[src/rtl/mcm_pkg.sv]
// Shared types and width helpers for the bit-serial multiple-constant multiplier.
// Contents:
//   state_t  controller state encoding (IDLE, RUN, DONE)
//   acc_w()  accumulator width: operand width plus coefficient width
//   cnt_w()  bit-position counter width for a given coefficient width
package mcm_pkg;

  typedef enum logic [1:0] {
    IDLE = 2'd0,
    RUN  = 2'd1,
    DONE = 2'd2
  } state_t;

  function automatic int acc_w(input int width, input int cw);
    return width + cw;
  endfunction

  // A 1-bit coefficient still needs a 1-bit counter.
  function automatic int cnt_w(input int cw);
    return (cw > 1) ? $clog2(cw) : 1;
  endfunction

endpackage

[src/rtl/mcm_acc_lane.sv]
// One shift-add lane of the serial multiplier: holds the lane coefficient
// (consumed LSB first) and the wide accumulator.
// Ports:
//   clk, rst_n   clock, async active-low reset
//   i_clr        load coefficient, clear accumulator (transaction accept)
//   i_step       perform one shift-add step
//   i_cs         coefficient to load on i_clr
//   i_xs         shifted multiplicand for the current step
//   o_acc_nxt    accumulator value including the current step's add
//   o_cs_zero    coefficient is zero after this step's shift
module mcm_acc_lane
  import mcm_pkg::*;
#(
  parameter int WIDTH = 32,
  parameter int CW    = 8,
  localparam int ACC_W = acc_w(WIDTH, CW)
) (
  input  logic             clk,
  input  logic             rst_n,
  input  logic             i_clr,
  input  logic             i_step,
  input  logic [CW-1:0]    i_cs,
  input  logic [ACC_W-1:0] i_xs,
  output logic [ACC_W-1:0] o_acc_nxt,
  output logic             o_cs_zero
);

  logic [CW-1:0]    r_cs;
  logic [ACC_W-1:0] r_acc;

  // Exposing the post-add value lets the top capture the final product on
  // the same edge the last step commits, without an extra cycle.
  assign o_acc_nxt = r_cs[0] ? (r_acc + i_xs) : r_acc;
  assign o_cs_zero = ((r_cs >> 1) == '0);

  always_ff @(posedge clk or negedge rst_n) begin
    if (!rst_n) begin
      r_cs  <= '0;
      r_acc <= '0;
    end else if (i_clr) begin
      r_cs  <= i_cs;
      r_acc <= '0;
    end else if (i_step) begin
      r_acc <= o_acc_nxt;
      r_cs  <= r_cs >> 1;
    end
  end

endmodule

[src/rtl/mcm_serial_lanes.sv]
// Bit-serial multiple-constant multiplier: y[i] = x * coef[i] for NCH lanes,
// one coefficient bit per cycle, all lanes in parallel.
// Optional build macro: MCM_EARLY_TERM_EN -- finish RUN as soon as every
// remaining coefficient bit is zero (results unchanged, latency shorter).
// Ports:
//   clk, rst_n            clock, async active-low reset
//   in_valid / in_ready   operand set handshake
//   x                     shared multiplicand
//   coef                  lane i coefficient at coef[i*CW +: CW]
//   out_valid / out_ready result handshake
//   y                     lane i product (mod 2^WIDTH) at y[i*WIDTH +: WIDTH]
//   ovf                   lane i product did not fit in WIDTH bits
//
// state | meaning
// IDLE  | waiting for an operand set, in_ready=1
// RUN   | one shift-add step per cycle across all lanes
// DONE  | results held on y/ovf with out_valid=1 until out_ready
module mcm_serial_lanes
  import mcm_pkg::*;
#(
  parameter int WIDTH = 32,
  parameter int NCH   = 3,
  parameter int CW    = 8
) (
  input  logic                 clk,
  input  logic                 rst_n,
  input  logic                 in_valid,
  output logic                 in_ready,
  input  logic [WIDTH-1:0]     x,
  input  logic [NCH*CW-1:0]    coef,
  output logic                 out_valid,
  input  logic                 out_ready,
  output logic [NCH*WIDTH-1:0] y,
  output logic [NCH-1:0]       ovf
);

  localparam int ACC_W = acc_w(WIDTH, CW);
  localparam int CNT_W = cnt_w(CW);
`ifdef MCM_EARLY_TERM_EN
  localparam bit EARLY_TERM = 1'b1;
`else
  localparam bit EARLY_TERM = 1'b0;
`endif

  state_t               r_state;
  state_t               w_state_nxt;
  logic [ACC_W-1:0]     r_xs;
  logic [CNT_W-1:0]     r_cnt;
  logic [NCH*WIDTH-1:0] r_y;
  logic [NCH-1:0]       r_ovf;

  logic                 w_accept;
  logic                 w_step;
  logic                 w_last;
  logic                 w_all_zero;
  logic [ACC_W-1:0]     w_acc_nxt [NCH];
  logic [NCH-1:0]       w_cs_zero;

  for (genvar g = 0; g < NCH; g++) begin : g_lane
    mcm_acc_lane #(
      .WIDTH (WIDTH),
      .CW    (CW)
    ) u_lane (
      .clk       (clk),
      .rst_n     (rst_n),
      .i_clr     (w_accept),
      .i_step    (w_step),
      .i_cs      (coef[g*CW +: CW]),
      .i_xs      (r_xs),
      .o_acc_nxt (w_acc_nxt[g]),
      .o_cs_zero (w_cs_zero[g])
    );
  end

  assign w_accept   = (r_state == IDLE) && in_valid;
  assign w_step     = (r_state == RUN);
  assign w_all_zero = &w_cs_zero;
  assign w_last     = (r_cnt == CNT_W'(CW - 1)) || (EARLY_TERM && w_all_zero);

  always_ff @(posedge clk or negedge rst_n) begin
    if (!rst_n) r_state <= IDLE;
    else        r_state <= w_state_nxt;
  end

  always_comb begin
    w_state_nxt = r_state;
    case (r_state)
      IDLE:    if (in_valid)  w_state_nxt = RUN;
      RUN:     if (w_last)    w_state_nxt = DONE;
      DONE:    if (out_ready) w_state_nxt = IDLE;
      default:                w_state_nxt = IDLE;
    endcase
  end

  always_ff @(posedge clk or negedge rst_n) begin
    if (!rst_n) begin
      r_xs  <= '0;
      r_cnt <= '0;
    end else if (w_accept) begin
      r_xs  <= {{CW{1'b0}}, x};
      r_cnt <= '0;
    end else if (w_step) begin
      r_xs  <= r_xs << 1;
      r_cnt <= r_cnt + 1'b1;
    end
  end

  // Results are captured on the final RUN edge from the post-add values,
  // so they are valid the same cycle out_valid rises and hold afterwards.
  always_ff @(posedge clk or negedge rst_n) begin
    if (!rst_n) begin
      r_y   <= '0;
      r_ovf <= '0;
    end else if (w_step && w_last) begin
      for (int i = 0; i < NCH; i++) begin
        r_y[i*WIDTH +: WIDTH] <= w_acc_nxt[i][WIDTH-1:0];
        r_ovf[i]              <= |w_acc_nxt[i][ACC_W-1:WIDTH];
      end
    end
  end

  assign in_ready  = (r_state == IDLE);
  assign out_valid = (r_state == DONE);
  assign y         = r_y;
  assign ovf       = r_ovf;

endmodule
[config.mk]
export PLATFORM = sky130hd
export DESIGN_NAME = mcm_serial_lanes
export DESIGN_NICKNAME = d
export VERILOG_FILES = /design/src/rtl/mcm_pkg.sv /design/src/rtl/mcm_acc_lane.sv /design/src/rtl/mcm_serial_lanes.sv
export SDC_FILE = /design/constraint.sdc
export NUM_CORES = 1
export LEC_CHECK = 0
export ABC_AREA = 1
export CAP_MARGIN = 20
export CORE_MARGIN = 1.5
export CORE_UTILIZATION = 30
export DETAILED_ROUTE_END_ITERATION = 10
export PLACE_DENSITY_LB_ADDON = 0.1
export SETUP_SLACK_MARGIN = 0.3
export SYNTH_ARGS = -nofsm -noshare
export SYNTH_HDL_FRONTEND = slang
export SYNTH_SLANG_ARGS = --single-unit
[constraint.sdc]
create_clock -name clk -period 6.62 [get_ports clk]
set_clock_uncertainty 0.1 [all_clocks]
set_input_delay 1.986 -clock clk [delete_from_list [all_inputs] [get_ports clk]]
set_output_delay 1.986 -clock clk [all_outputs]
set_load 0.02 [all_outputs]
# ---- Word-level counts from Yosys, hierarchy flattened
# Index checks and enable logic that the tools add are counted.
dict set report word_totals {
  wordCells 52
  output_inout_bits 101
  ff_bits 288
  in_bits 60
}
dict set report classes {
  add_sub_neg 4
  reduce_logical 8
  eq_ne 6
  muxes 23
}
# operator n
set op_table {}
lappend op_table {{$mux 40} 11}
lappend op_table {{$add 40x40->40} 3}
lappend op_table {{$mux 8} 6}
lappend op_table {{$reduce_or 8->1} 3}
lappend op_table {{$mux 2} 3}
lappend op_table {{$mux 3} 2}
lappend op_table {{$pmux 2 s3} 1}
lappend op_table {{$ne 2x1->1 const B} 2}
lappend op_table {{$add 3x1->3 const B} 1}
lappend op_table {{$eq 3x3->1 const B} 1}
lappend op_table {{$reduce_and 3->1} 1}
lappend op_table {{$eq 2x1->1 const B} 1}
lappend op_table {{$eq 2x2->1 const B} 1}
lappend op_table {{$logic_and 1x1->1} 2}
lappend op_table {{$logic_not 2->1} 1}
lappend op_table {{$ne 2x2->1 const B} 1}
lappend op_table {{$reduce_bool 2->1} 1}

# ---- Longest topological paths before layout
# Gate-level depths: netlist of the first run.
dict set report depth {
  ltp_word 4
  mapped_depth 19
  mapped_depth_nobuf 19
}

# ---- By module
# Synthesis of the first run repeated with hierarchy kept, for this count alone.
dict set report hier_totals {
  cells_unflattened 3483
  hier_area_um2 22311.4
}
# module instances seq_area_each_um2 cells_per_inst area_per_inst_um2
set modules_own_cells {}
lappend modules_own_cells {{mcm_acc_lane (g_lane[1].u_lane ...)} 2 1201.2 934 5464.0}
lappend modules_own_cells {mcm_serial_lanes 1 3603.5 681 5880.6}
lappend modules_own_cells {{mcm_acc_lane (g_lane[0].u_lane)} 1 1201.2 934 5502.8}

# ---- Worst setup path after synthesis of the first run
# Ideal clock, no wire load.
dict set report synth_timing {
  path_kind {input-to-reg}
  startpoint {input in_valid}
  endpoint {register r_xs[19]}
  stages 7
  slack_ps 3578
  n_path_buf 2
  t_arrival_ps 2804
  path_cell_list {nand2_1 -> inv_2 -> nor2_1 -> inv_1 -> buf_2 -> buf_2 -> o221ai_1}
}
dict set report synth_between {
  elab_chain_cells 2
}
# element line
set synth_lines {}
lappend synth_lines {{start: declaration} mcm_serial_lanes.sv:27} ;# input logic in_valid,
lappend synth_lines {{$logic_and 1x1->1 *} mcm_serial_lanes.sv:75} ;# assign w_accept = (r_state == IDLE) && in_valid;
lappend synth_lines {{$mux 40 or $reduce_bool 2->1 (tied branches)} --}
lappend synth_lines {{end signal: assignment} mcm_serial_lanes.sv:100} ;# r_xs <= {{CW{1'b0}}, x};
lappend synth_lines {{end signal: assignment} mcm_serial_lanes.sv:103} ;# r_xs <= r_xs << 1;
lappend synth_lines {{end: declaration} mcm_serial_lanes.sv:47} ;# logic [ACC_W-1:0] r_xs;
# Mark *: on every way between the ends. The rest lies on a longest branch, timed or not.
# A chain may end at the register's enable or synchronous reset.

# ---- Final worst setup path of the first run
dict set report layout_timing {
  startpoint {register r_state[1]}
  endpoint {output in_ready}
}
dict set report layout_between {
  elab_chain_cells 1
}
# element line
set layout_lines {}
lappend layout_lines {{start: declaration} mcm_serial_lanes.sv:45} ;# state_t r_state;
lappend layout_lines {{start signal: assignment} mcm_serial_lanes.sv:82} ;# else r_state <= w_state_nxt;
lappend layout_lines {{$logic_not 2->1} mcm_serial_lanes.sv:122} ;# assign in_ready = (r_state == IDLE);
lappend layout_lines {{end: declaration} mcm_serial_lanes.sv:28} ;# output logic in_ready,
# No other way between the ends.

==> results_dict.tcl, run 1 <==
set metrics [dict create \
    die_h_um 265 \
    cts_buffers 38 \
    max_slew_margin_pct 29.1 \
    finalMaxSlewViolations 0 \
    layout-drive-gt1-share_pct 4.90 \
    status "completed" \
    worstPathMaxFanout 4 \
    worstHoldStart "y[32]$_DFFE_PN0P_" \
    final_cell_count_no_fill 4076 \
    final.min_clock_period_ps 4010 \
    grt_pass1_wl_mm 116 \
    syn_area_um2 20600 \
    synthXorXnorAreaFrac_pct 3.06 \
    via_count 19500 \
    maxCapViolations 0 \
    io_buffers 160 \
    synth_top_family_by_area "simple AND/OR/NAND/NOR gates" \
    die_width_um 265 \
    start_kind "flip-flop" \
    finalHoldViolCount 0 \
    synth_compound_area_share_pct 14.4 \
    tightestPinTransition_ps 1060 \
    async_flop_share_pct 100 \
    crit_chain "nor2_1 -> clkdlybuf4s50_1" \
    timing.final.crit_share_pct 60.6 \
    clkLatencyLatePin_ps 590 \
    postSynthAreaPerCell_um2 6.75 \
    synth_warnings 0 \
    mostFrequentLayoutCells "nand2_1, inv_1, dfrtp_1" \
    initial_core_util_pct 30.5 \
    rows 95 \
    synth.area.mux_share_pct 0 \
    ys_seq_area_share_pct 35.0 \
    rr_startpoint "r_state[0]$_DFFE_PN0P_" \
    clock_path_buffers 3 \
    ant_nets 0 \
    final_common_cell "nand2_1" \
    grt_pass1_vias 19400 \
    grt_antenna_before_repair 0 \
    clockRootBuffer "clkbuf_16" \
    top_level_ports 161 \
    dr.first_iter.drc_count 1294 \
    critPathArrivalTime_ps 1930 \
    cts_resized 0 \
    fmax_mhz 249 \
    synth-simple-area-share_pct 29.4 \
    setup_tns_ps 0 \
    grt_util_all_layers_pct 21.6 \
    fp.dieArea_um2 70200 \
    gr-total-overflow 0 \
    viasPerCell 4.79 \
    grt_max_degree 107 \
    synth_adder_area_share_pct 7.53 \
    post_cts_buffers 0 \
    first_pass_iters 5 \
    synth_edf_count 0 \
    diodes 0 \
    synthToLayoutAreaGrowth_pct 18.8 \
    nNetsFinal 3358 \
    cp-startpoint "r_state[1]$_DFFE_PN0P_" \
    synth_fp_nets 3229 \
    dp_cells 4009 \
    synthFlopType "dfrtp_1" \
    setup-violations-final 0 \
    clock-sinks 288 \
    max_stage_delay_ps 660 \
    holdBufCountCts 0 \
    cts-htree-levels 2 \
    critPathKind "flip-flop to output pin" \
    synthCells 3047 \
    wl_per_cell_um 18.5 \
    tritoncts "built" \
    slowest_stage "clkdlybuf4s50_1" \
    dp_hpwl_mm 56.3 \
    gp_congestion 0.925 \
    critPathRequiredTime_ps 4530 \
    cp-end-kind "output pin" \
    rsz0062_at_grt "false" \
    yosysUniqueCellTypes 43 \
    core_region_area_um2 67500 \
    clk_pin_slew_ps 60 \
    wl_mm 75.3 \
    drc 0 \
    synth-seq-cells 288 \
    hp-class "flip-flop to flip-flop" \
]
## synthesized netlist by cell type, types with 2 or more instances
cell,number,area share (%)
a21o_1,5,0.18
a21oi_1,116,2.8
a22o_1,3,0.13
a22oi_1,2,0.073
a31oi_1,17,0.52
a32o_1,2,0.097
and2_1,2,0.061
and3_1,3,0.091
buf_1,8,0.15
buf_2,25,0.61
clkbuf_1,55,1.0
dfrtp_1,288,35
fa_1,3,0.29
ha_1,119,7.2
inv_1,478,8.7
inv_2,6,0.11
nand2_1,1042,19
nand2_2,26,0.79
nand3_1,142,3.5
nand3_2,16,0.78
nand4_1,7,0.21
nor2_1,171,3.1
nor2_2,18,0.55
nor2_4,6,0.33
nor3_1,17,0.41
nor4_1,2,0.061
o211ai_1,5,0.18
o21a_1,2,0.073
o21ai_0,220,5.3
o21ai_1,25,0.61
o21ai_2,2,0.085
o21bai_1,9,0.33
o221ai_1,34,1.4
o22ai_1,80,2.4
or2_0,8,0.24
or2_1,6,0.18
xnor2_1,31,1.3
xor2_1,41,1.7
## kinds of logic (layout without fill, tap and decap cells)
family	count (synthesis)	count (layout)
DFF	288	288
and+or+nand+nor	1468	1468
AOI/OAI and AO/OA	524	524
buffers and inverters	573	729
xor gates and xnor gates	72	72
adders and majority gates	122	122
## critical path, delay by kind of cell (launching register included)
family	cells	cell delay, ps
buffers and inverters	1	660
DFF	1	420
and+or+nand+nor	1	260
## layout make-up
class | instances | area [µm²]
Clock buffer | 51 | 1060
Sequential cell | 288 | 7210
Tap cell | 873 | 1090
Inverter | 484 | 1830
Timing Repair Buffer | 178 | 1780
Fill cell | 7238 | 43100
Clock inverter | 16 | 280
Multi-Input combinational cell | 2186 | 11200
## flip-flops by register name (all words and copies together) (netlist names)
register             count
r_state                  2
g_lane.u_lane.r_acc    120
ovf                      3
g_lane.u_lane.r_cs      24
y                       96
r_cnt                    3
r_xs                    40
## path summary, 6_finish.rpt
check | to | depth (start not counted) | slack, ps
worst min register to register | y[32]$_DFFE_PN0P_ | 2 | 380
min in group asynchronous | y[13]$_DFFE_PN0P_ | 1 | 1340
max in group asynchronous | y[92]$_DFFE_PN0P_ | 2 | 3970
worst max register to register | y[49]$_DFFE_PN0P_ | 8 | 2900
worst max-delay path | in_ready | 2 | 2610
worst min-delay path | y[32]$_DFFE_PN0P_ | 2 | 380
## per-layer routing
| metal | part of all wire [%] | track usage, % | up-vias | wire, µm |
|---|---|---|---|---|
| met2 | 45 | 34.5 | 381 | 33600 |
| li1 | - | - | 9993 | - |
| met1 | 48 | 30.1 | 9054 | 36200 |
| met4 | 2.8 | 6.07 | 0 | 2090 |
| met3 | 4.6 | 3.37 | 81 | 3450 |
| met5 | 0 | 0 | - | 0 |
## metrics by stage
stage	util (%)	area, µm²	worst slack, ps	hold slack, ps
finish	36.2	24400	2610	378
CTS	36.2	24400	2570	380
global route	36.2	24400	2520	404
detailed placement	34.2	23100	2570	362
floorplan	-	20600	3580	349
global placement	34.2	23100	2570	360
Power of run 1 is not shown: default switching activity piles up to over one toggle a cycle in this logic, so the estimate is an artifact.
==> run 2: changes to the inputs <==
clock period = 4.2 ns   (was 6.62 ns; I/O delays follow)
==> results_dict.tcl, run 2 (synthesis gave the netlist of run 1 again) <==
set metrics [dict create \
    finalHoldViolCount 0 \
    initial_core_util_pct 30.5 \
    num-fill-cells 7269 \
    final_common_cell "nand2_1" \
    rrSetupSlack_ps 960 \
    drc 0 \
    max_slew_margin_pct 41.9 \
    die_width_um 265 \
    via_count 19800 \
    holdBufCountCts 0 \
    rsz0062_at_grt "false" \
    wl_per_cell_um 18.8 \
    hp-class "flip-flop to flip-flop" \
    cts_resized 0 \
    clk_pin_slew_ps 50 \
    cts-htree-levels 2 \
    ant_nets 0 \
    gr-total-overflow 0 \
    clockRootBuffer "clkbuf_16" \
    status "completed" \
    die_h_um 265 \
    viasPerCell 4.85 \
    grt_antenna_before_repair 0 \
    critPathKind "flip-flop to output pin" \
    cp-end-kind "output pin" \
    mostFrequentLayoutCells "nand2_1, inv_1, dfrtp_1" \
    layout-drive-gt1-share_pct 4.98 \
    clock-sinks 288 \
    diodes 0 \
    io_buffers 160 \
    clkLatencyLatePin_ps 580 \
    cts_buffers 38 \
    reg2regPathDepth 16 \
    grt_util_met3_pct 3.13 \
    clock_path_buffers 3 \
    core_region_area_um2 67500 \
    tritoncts "built" \
    post_cts_buffers 0 \
    finalMaxSlewViolations 0 \
    grt_pass1_vias 19600 \
    fp.dieArea_um2 70200 \
    rows 95 \
    grt_pass1_wl_mm 118 \
    largest_reg_flops 120 \
    synthToLayoutAreaGrowth_pct 18.6 \
    first_pass_iters 5 \
    setup-violations-final 0 \
    critPathArrivalTime_ps 1920 \
    fmax_mhz 305 \
    top_usage_layer "met2" \
    grtUsageMet1_pct 30.7 \
    worstPathMaxFanout 4 \
    grt_max_degree 93 \
    top_level_ports 161 \
    wl_mm 76.7 \
    timing.final.crit_share_pct 78.0 \
    setup_tns_ps 0 \
    gp_congestion 0.920 \
    nNetsFinal 3367 \
    tightestPinTransition_ps 871 \
    final.min_clock_period_ps 3280 \
    grt_util_all_layers_pct 22.0 \
    whs_path_depth 2 \
    grt_use_met2_pct 35.1 \
    dp_hpwl_mm 57.4 \
    critPathRequiredTime_ps 2840 \
    start_kind "flip-flop" \
    regMostFlops "g_lane.u_lane.r_acc" \
    dr.first_iter.drc_count 1408 \
    maxCapViolations 0 \
]
## run 2: changes by cell type in the layout (fill, tap and decap cells not counted), sizes merged
cell      change
bufinv        -4
clkinvlp      -1
clkbuf        +3
inv           -1
clkinv        +4
buf           +9
## run 2: area by class of cell
type | count | area (µm²) | area share [%]
inverter | 484 | 1830 | 7.49
clock buffer | 54 | 1030 | 4.23
clock inverter | 14 | 175 | 0.718
tap | 873 | 1090 | 4.48
sequential | 288 | 7210 | 29.5
multi-input combinational | 2186 | 11200 | 45.9
timing repair buffer | 187 | 1870 | 7.67
## run 2: stage by stage
step | setup WS, ps | std cells | utilization (%) | hold WS, ps | instance area (µm²)
5_1_grt | 820 | 4086 | 36.1 | 401 | 24400
3_5_place_dp | 847 | 4018 | 34.4 | 365 | 23200
2_1_floorplan | 1810 | 3047 | - | 349 | 20600
6_report | 922 | 4086 | 36.1 | 377 | 24400
3_3_place_gp | 887 | 4018 | 34.4 | 367 | 23200
4_1_cts | 895 | 4086 | 36.1 | 383 | 24400
## run 2: layer usage
metal	up-vias	part of all wire [%]
li1	10000	-
met1	9238	48
met2	452	44
met3	88	4.8
met4	0	2.9
met5	-	0
## run 2: worst max-delay path: stages (launching register included)
cell,delay (ps)
dfrtp_1,420
nor2_1,250
clkdlybuf4s50_1,670
## run 2: final timing paths
check	from	end
setup / recovery	r_state[1]$_DFFE_PN0P_	in_ready
hold / removal	y[9]$_DFFE_PN0P_	y[9]$_DFFE_PN0P_
setup reg to reg	r_xs[8]$_DFFE_PN0P_	ovf[1]$_DFFE_PN0P_
hold reg to reg	y[9]$_DFFE_PN0P_	y[9]$_DFFE_PN0P_
max in group asynchronous	rst_n	g_lane[0].u_lane.r_acc[39]$_DFFE_PN0P_
min in group asynchronous	rst_n	g_lane[0].u_lane.r_acc[13]$_DFFE_PN0P_
Power of run 2 is left out for the same reason.
